`src/rtl/shift_seq_ctrl.sv`:
```
// shift_seq_ctrl: multi-cycle sequencer around a single-bit shift-left stage.
// Each op runs 0..WIDTH-1 single-bit SLL, ROL or Fibonacci LFSR steps, one per clock.
// Optional feature macro: SHIFT_SEQ_ABORT_EN (adds the abort input).
module shift_seq_ctrl #(
    parameter int unsigned     WIDTH = 16,
    parameter int unsigned     AW    = 4,
    parameter logic [WIDTH-1:0] TAPS = 16'hB400,
    parameter logic [WIDTH-1:0] SEED = 16'hACE1
) (
    input  logic             clk,
    input  logic             rst_n,
    input  logic             start,
`ifdef SHIFT_SEQ_ABORT_EN
    input  logic             abort,
`endif
    input  logic [1:0]       op,
    input  logic [WIDTH-1:0] din,
    input  logic [AW-1:0]    amt,
    output logic             busy,
    output logic             done,
    output logic [WIDTH-1:0] dout
);

    localparam logic [1:0] OP_SLL  = 2'b00;
    localparam logic [1:0] OP_ROL  = 2'b01;
    localparam logic [1:0] OP_LFSR = 2'b10;
    localparam logic [1:0] OP_CONT = 2'b11;

    typedef enum logic [1:0] {
        S_IDLE  = 2'd0,
        S_SHIFT = 2'd1,
        S_DONE  = 2'd2
    } state_t;

    state_t           r_state;
    state_t           w_state_nxt;
    logic [WIDTH-1:0] r_reg;
    logic [WIDTH-1:0] w_reg_nxt;
    logic [AW-1:0]    r_cnt;
    logic [AW-1:0]    w_cnt_nxt;
    logic [1:0]       r_op;
    logic [1:0]       w_op_nxt;
    logic             r_busy;
    logic             r_done;
    logic [WIDTH-1:0] r_dout;
    logic [WIDTH-1:0] w_dout_nxt;
    logic [WIDTH-1:0] w_step;
    logic [WIDTH-1:0] w_load;
    logic             w_abort;

`ifdef SHIFT_SEQ_ABORT_EN
    assign w_abort = abort;
`else
    assign w_abort = 1'b0;
`endif

    // One single-bit step of the latched op applied to the working register.
    always_comb begin
        w_step = r_reg;
        case (r_op)
            OP_SLL:  w_step = {r_reg[WIDTH-2:0], 1'b0};
            OP_ROL:  w_step = {r_reg[WIDTH-2:0], r_reg[WIDTH-1]};
            default: w_step = {r_reg[WIDTH-2:0], ^(r_reg & TAPS)};
        endcase
    end

    // Operand selected at acceptance; all-zero LFSR loads are replaced by SEED to avoid lock-up.
    always_comb begin
        w_load = din;
        if (op == OP_CONT) begin
            w_load = r_reg;
        end else if (op == OP_LFSR && din == '0) begin
            w_load = SEED;
        end
    end

    // Next-state, datapath and output-next logic.
    always_comb begin
        w_state_nxt = r_state;
        w_reg_nxt   = r_reg;
        w_cnt_nxt   = r_cnt;
        w_op_nxt    = r_op;
        w_dout_nxt  = r_dout;
        case (r_state)
            S_IDLE: begin
                if (start) begin
                    w_op_nxt  = op;
                    w_reg_nxt = w_load;
                    w_cnt_nxt = amt;
                    if (amt == '0) begin
                        w_state_nxt = S_DONE;
                        w_dout_nxt  = w_load;
                    end else begin
                        w_state_nxt = S_SHIFT;
                    end
                end
            end
            S_SHIFT: begin
                if (w_abort) begin
                    w_state_nxt = S_IDLE;
                end else begin
                    w_reg_nxt = w_step;
                    w_cnt_nxt = r_cnt - AW'(1);
                    if (r_cnt == AW'(1)) begin
                        w_state_nxt = S_DONE;
                        w_dout_nxt  = w_step;
                    end
                end
            end
            S_DONE: begin
                w_state_nxt = S_IDLE;
            end
            default: begin
                w_state_nxt = S_IDLE;
            end
        endcase
    end

    // State, datapath and registered outputs.
    always_ff @(posedge clk or negedge rst_n) begin
        if (!rst_n) begin
            r_state <= S_IDLE;
            r_reg   <= SEED;
            r_cnt   <= '0;
            r_op    <= OP_SLL;
            r_busy  <= 1'b0;
            r_done  <= 1'b0;
            r_dout  <= '0;
        end else begin
            r_state <= w_state_nxt;
            r_reg   <= w_reg_nxt;
            r_cnt   <= w_cnt_nxt;
            r_op    <= w_op_nxt;
            r_busy  <= (w_state_nxt != S_IDLE);
            r_done  <= (w_state_nxt == S_DONE);
            r_dout  <= w_dout_nxt;
        end
    end

    assign busy = r_busy;
    assign done = r_done;
    assign dout = r_dout;

endmodule

```
`config.mk`:
```
export PLATFORM = sky130hd
export DESIGN_NAME = shift_seq_ctrl
export DESIGN_NICKNAME = d
export VERILOG_FILES = /design/src/rtl/shift_seq_ctrl.sv
export SDC_FILE = /design/constraint.sdc
export NUM_CORES = 1
export LEC_CHECK = 0
export ABC_AREA = 0
export BUFFER_PORTS_ARGS = -buffer_cell sky130_fd_sc_hd__buf_2
export CAP_MARGIN = 25
export CORE_MARGIN = 2
export CORE_UTILIZATION = 30
export DETAILED_ROUTE_END_ITERATION = 10
export GPL_TIMING_DRIVEN = 1
export PLACE_DENSITY = 0.6
export SYNTH_ARGS = -nofsm -noshare
export SYNTH_HDL_FRONTEND = slang
export SYNTH_SLANG_ARGS = --single-unit
export TNS_END_PERCENT = 50
```
`constraint.sdc`:
```
create_clock -name clk -period 4 [get_ports clk]
set_input_delay 0.4 -clock clk [delete_from_list [all_inputs] [get_ports clk]]
set_output_delay 0.4 -clock clk [all_outputs]
set_load 0.005 [all_outputs]
```
* Yosys cells after proc, flatten, opt, wreduce, memory -nomap -nowiden *
Index checks and enable logic that the tools add are counted.

storage, ports and cells
  input bits = 25
  ROM bits = 0
  memories kept = 0
  memory bits (writable) = 0
  latch bits = 0
  output and inout port bits = 18
  register bits after elaboration = 42
  logic and storage cells = 43

cells by class
  multiplexer cells = 15
  order comparisons = 0
  $mul = 0
  bitwise gates (word level) = 0
  div/mod/pow operators = 0
  equality and inequality tests = 9
  add/subtract/negate cells = 1
  shift-type cells = 0
  reduce and logical (&&, ||, !) cells = 11

operators with widths
  kind                 number
  $mux 16              6
  $pmux 16 s2          2
  $logic_not 16->1     1
  $reduce_xor 16->1    1
  $pmux 4 s2           1
  $eq 2x2->1 const B   3
  $mux 2               3
  $ne 2x2->1 const B   3
  $eq 2x1->1 const B   2
  $eq 4x1->1 const B   1
  $logic_not 2->1      2
  $logic_not 4->1      1
  $mux 4               1
  $pmux 2 s2           1
  $reduce_and 2->1     2
  $reduce_and 4->1     1
  $reduce_bool 2->1    2
  $sub 4x1->4 const B  1
  $pmux 1 s2           1
  $logic_and 1x1->1    1

* Logic depth before layout (Yosys ltp) *
  depth in word-level cells = 7
  depth in mapped cells = 7
  gate-level depth less buffers = 7

* Least setup slack after synthesis *
OpenSTA, ideal clock, no wires.

  kind = input port to flip-flop
  start point = input port din[2]
  end point = register r_reg[5]
  setup slack = 2199 ps
  setup time = 91 ps
  cell stages on the path = 4
  data required time = 3909 ps
  data arrival time = 1711 ps
  path buffers = 0
  cell sequence = or4_1 > nor4_4 > a2111oi_1 > o31ai_1

between the ends
  longest elaborated chain between the ends = 6

RTL lines
  item                  line  RTL
  start, declared       17    input logic [WIDTH-1:0] din,
  $logic_not 16->1      72    end else if (op == OP_LFSR && din == '0) begin
  $logic_and 1x1->1     72
  $mux 16               72
  $mux 16               70    if (op == OP_CONT) begin
  $mux 16               86    if (start) begin
  $pmux 16 s2           84    case (r_state)
  end signal, assigned  131   r_reg <= w_reg_nxt;
  end, declared         37    logic [WIDTH-1:0] r_reg;

Every way passes these cells. The select of a mux whose other input is x is not followed.
A chain may end at the register's enable or synchronous reset.

* Worst setup path in the final report *
  start point = register r_cnt[1]
  end point = register r_dout[14] (netlist: dout[14])

between the ends
  longest elaborated chain between the ends = 3

RTL lines
  item                        line  RTL
  start, declared             39    logic [AW-1:0] r_cnt;
  start signal, assigned      132   r_cnt <= w_cnt_nxt;
  $eq 4x1->1                  104   if (r_cnt == AW'(1)) begin
  $ne 2x2->1 (no line)        -
  $reduce_and 4->1 (no line)  -
  end signal, assigned        136   r_dout <= w_dout_nxt;
  end, declared               45    logic [WIDTH-1:0] r_dout;

Every way passes these cells.

==> flow_metrics.py <==
metrics = {
    "run_status": {
        "outcome": "complete, no violations",
    },
    "placement": {
        "numPortBuffers": 42,
        "post-dp-hpwl_um": 3940,
        "dp_slack_ns": 1.72,
        "gp_congestion": 0.818,
    },
    "logic_synthesis": {
        "synth-edff-count": 0,
        "synth_area_per_cell_sq_um": 10.1,
        "ys_types": 38,
        "ys_seq_area_share_pct": 49.5,
        "synth_top_area_cell": "dfrtp_1",
        "netlist.area_leader.share_pct": 39.7,
        "synth_area_leaders": "dfrtp_1 40%, dfstp_2 9.8%, o31ai_1 7.7%, nand2_1 4.9%, o21ai_1 3.5%",
        "synthFlopType": "dfrtp_1",
        "syn_nets": 239,
        "netlist_area_sq_um": 2140,
        "async_flop_share_pct": 100,
        "ys_warn_count": 0,
        "postSynthCellCount": 212,
        "synth_seq_cells": 42,
    },
    "floorplan": {
        "start_util_pct": 31.2,
        "core_sq_um": 6870,
        "num_rows": 30,
        "die-area_sq_um": 7840,
        "pin_count": 43,
        "dieHeight_um": 88.6,
        "die_w_um": 88.6,
    },
    "timing": {
        "worst_slew_pin_slew_ns": 0.934,
        "period_needed_ns": 2.22,
        "max_freq_ghz": 0.450,
        "setup_viol": 0,
        "clock_skew_ns": 0.00791,
        "maxSlewViolCount": 0,
        "setup_tns_ns": 0,
        "rsz0062_at_grt": "false",
        "hold_viol": 0,
        "post-route-period-util_pct": 55.5,
        "fin_ws_ns": 1.78,
        "timing.hold.ws_ns": 0.249,
        "relSlewSlack_pct": 37.7,
    },
    "worst_setup_path": {
        "path_delay_family": "simple AND/OR/NAND/NOR gates",
        "critPathMaxStageDelay_ns": 0.42,
        "setup.worst_path.start_class": "register",
        "r2r-start": "r_cnt[1]$_DFFE_PN0P_",
        "crit_path_max_fanout": 13,
        "cp.buffers_inverters": 3,
        "end_kind": "register",
        "cp_cell_sequence": "inv_1, ha_1, nor3b_1, a22oi_1, buf_4, or2_2, inv_2, mux2_1",
        "cp_slowest_cell": "or2_2",
        "worstPathArrival_ns": 2.39,
        "setup.worst_path.start": "r_cnt[1]$_DFFE_PN0P_",
        "cp.required_ns": 4.17,
        "path_class": "reg2reg",
    },
    "final_layout": {
        "antenna_cells": 0,
        "layout.nets": 279,
        "areaGrowthSynthToFinish_pct": 18.8,
        "drive_gt1_share_pct": 28.5,
    },
    "detailed_routing": {
        "wl_um": 5460,
        "drt-initial-drc-count": 90,
        "via_count": 1772,
        "drc": 0,
        "drt-wirelength-per-cell_um": 15.7,
        "routed_via_density": 5.08,
        "dr.pass1.iters": 4,
        "antenna_left": 0,
    },
    "clocking": {
        "clock-sinks": 42,
        "post_cts.repair.setup_buffers": 0,
        "h-tree-depth": 2,
        "cts_resized": 0,
        "cts_tree": "yes",
        "cts-buffers-inserted": 5,
        "cts_root_buffer": "clkbuf_8",
        "clock_latency_ns": 0.29,
        "clk_pin_slew_ns": 0.08,
        "cts_hold_buf": 0,
        "cts.path.max_buffers": 2,
    },
    "grt": {
        "grt_usage_pct": 14.7,
        "grt_pass1_vias": 1774,
        "grt_overflow": 0,
        "grt_pass1_wl_um": 8740,
        "grt_start_max_net_pins": 43,
        "antenna_found_initial": 0,
    },
    "power_and_ir_drop": {
        "leakage_uw": 0.00110,
        "cellPowerDensity_nw_per_um2": 739,
        "peakVddDrop_mv": 0.191,
    },
    "flow_run": {
        "drv_cap": 0,
    },
    "min_path": {
        "hp-class": "in2async",
    },
}
layer usage:
layer,global-route usage [%],up-vias,share of wire (%)
met2,23.6,31,49
met5,0,-,0
li1,-,881,-
met4,4.68,0,1.3
met3,3.36,7,4.0
met1,19.7,853,46
logic make-up (layout without fill, tap and decap cells):
group | after synthesis | count (layout) | share of synthesized area (%)
flops | 42 | 42 | 49.5
fa+ha+maj | 2 | 2 | 1.17
buf+inv | 20 | 61 | 3.50
simple gates | 59 | 59 | 13.8
compound gates | 74 | 74 | 23.8
xor+xnor | 1 | 1 | 1.11
mux | 14 | 14 | 7.12
final timing paths:
| check | end | slack [ns] | cells past startpoint |
|---|---|---|---|
| max | dout[14]$_DFFE_PN0P_ | 1.78 | 8 |
| min | dout[3]$_DFFE_PN0P_ | 0.25 | 1 |
| max reg2reg | dout[14]$_DFFE_PN0P_ | 1.78 | 8 |
| min reg2reg | r_reg[7]$_DFFE_PN1P_ | 0.49 | 2 |
| max in group asynchronous | dout[0]$_DFFE_PN0P_ | 3.17 | 1 |
| min in group clk | r_op[1]$_DFFE_PN0P_ | 0.38 | 2 |
power by group:
| part | internal [uW] | switching [uW] | total (uW) |
|---|---|---|---|
| Sequential | 663 | 177 | 840 |
| Clock | 139 | 139 | 279 |
| Combinational | 368 | 397 | 764 |
synth_stat cells (all sizes together), types with 2 or more instances:
master   instances
a2111oi          7
a31oi            3
or4              3
o22ai           10
o21ai           19
and3             4
inv              7
dfrtp           34
clkbuf          13
nand3            2
a21oi            4
o31ai           22
dfstp            8
nand2           28
mux2            10
nor4             2
o22a             3
mux2i            4
nor2             9
ha               2
nand2b           4
nor2b            2
cell usage in the layout, fill, tap and decap left out, types with 2 or more instances in the layout:
| cell | n |
|---|---|
| a2111oi_1 | 7 |
| a21oi_1 | 4 |
| a31oi_1 | 3 |
| and3_1 | 4 |
| buf_2 | 42 |
| buf_4 | 4 |
| clkbuf_8 | 6 |
| dfrtp_1 | 34 |
| dfstp_2 | 8 |
| ha_1 | 2 |
| inv_1 | 3 |
| inv_2 | 4 |
| mux2_1 | 6 |
| mux2_2 | 4 |
| mux2i_1 | 4 |
| nand2_1 | 28 |
| nand2b_1 | 4 |
| nand3_1 | 2 |
| nor2_1 | 9 |
| nor2b_1 | 2 |
| o21ai_0 | 4 |
| o21ai_1 | 15 |
| o22a_1 | 3 |
| o22ai_1 | 10 |
| o31ai_1 | 22 |
| or4_1 | 3 |
through the flow:
stage                     total power, uW  std cells  utilization [%]  area (sq um)
after floorplan                      1340        212                -          2140
after global placement               1600        341             35.8          2460
after detailed placement             1620        341             35.8          2460
after CTS                            1900        349             37.1          2550
after global routing                 2030        349             37.1          2550
final                                1880        349             37.1          2550
area by class of cell:
type / instances / area (sq um)
flip-flops and latches: 42 / 1060
multi-input cells: 150 / 1010
clock inverters: 1 / 5.00
fillers: 715 / 4320
clock buffers: 7 / 86.3
repair buffers: 46 / 240
well taps: 96 / 120
inverters: 7 / 26.3
(Power assumes the default switching activity.)
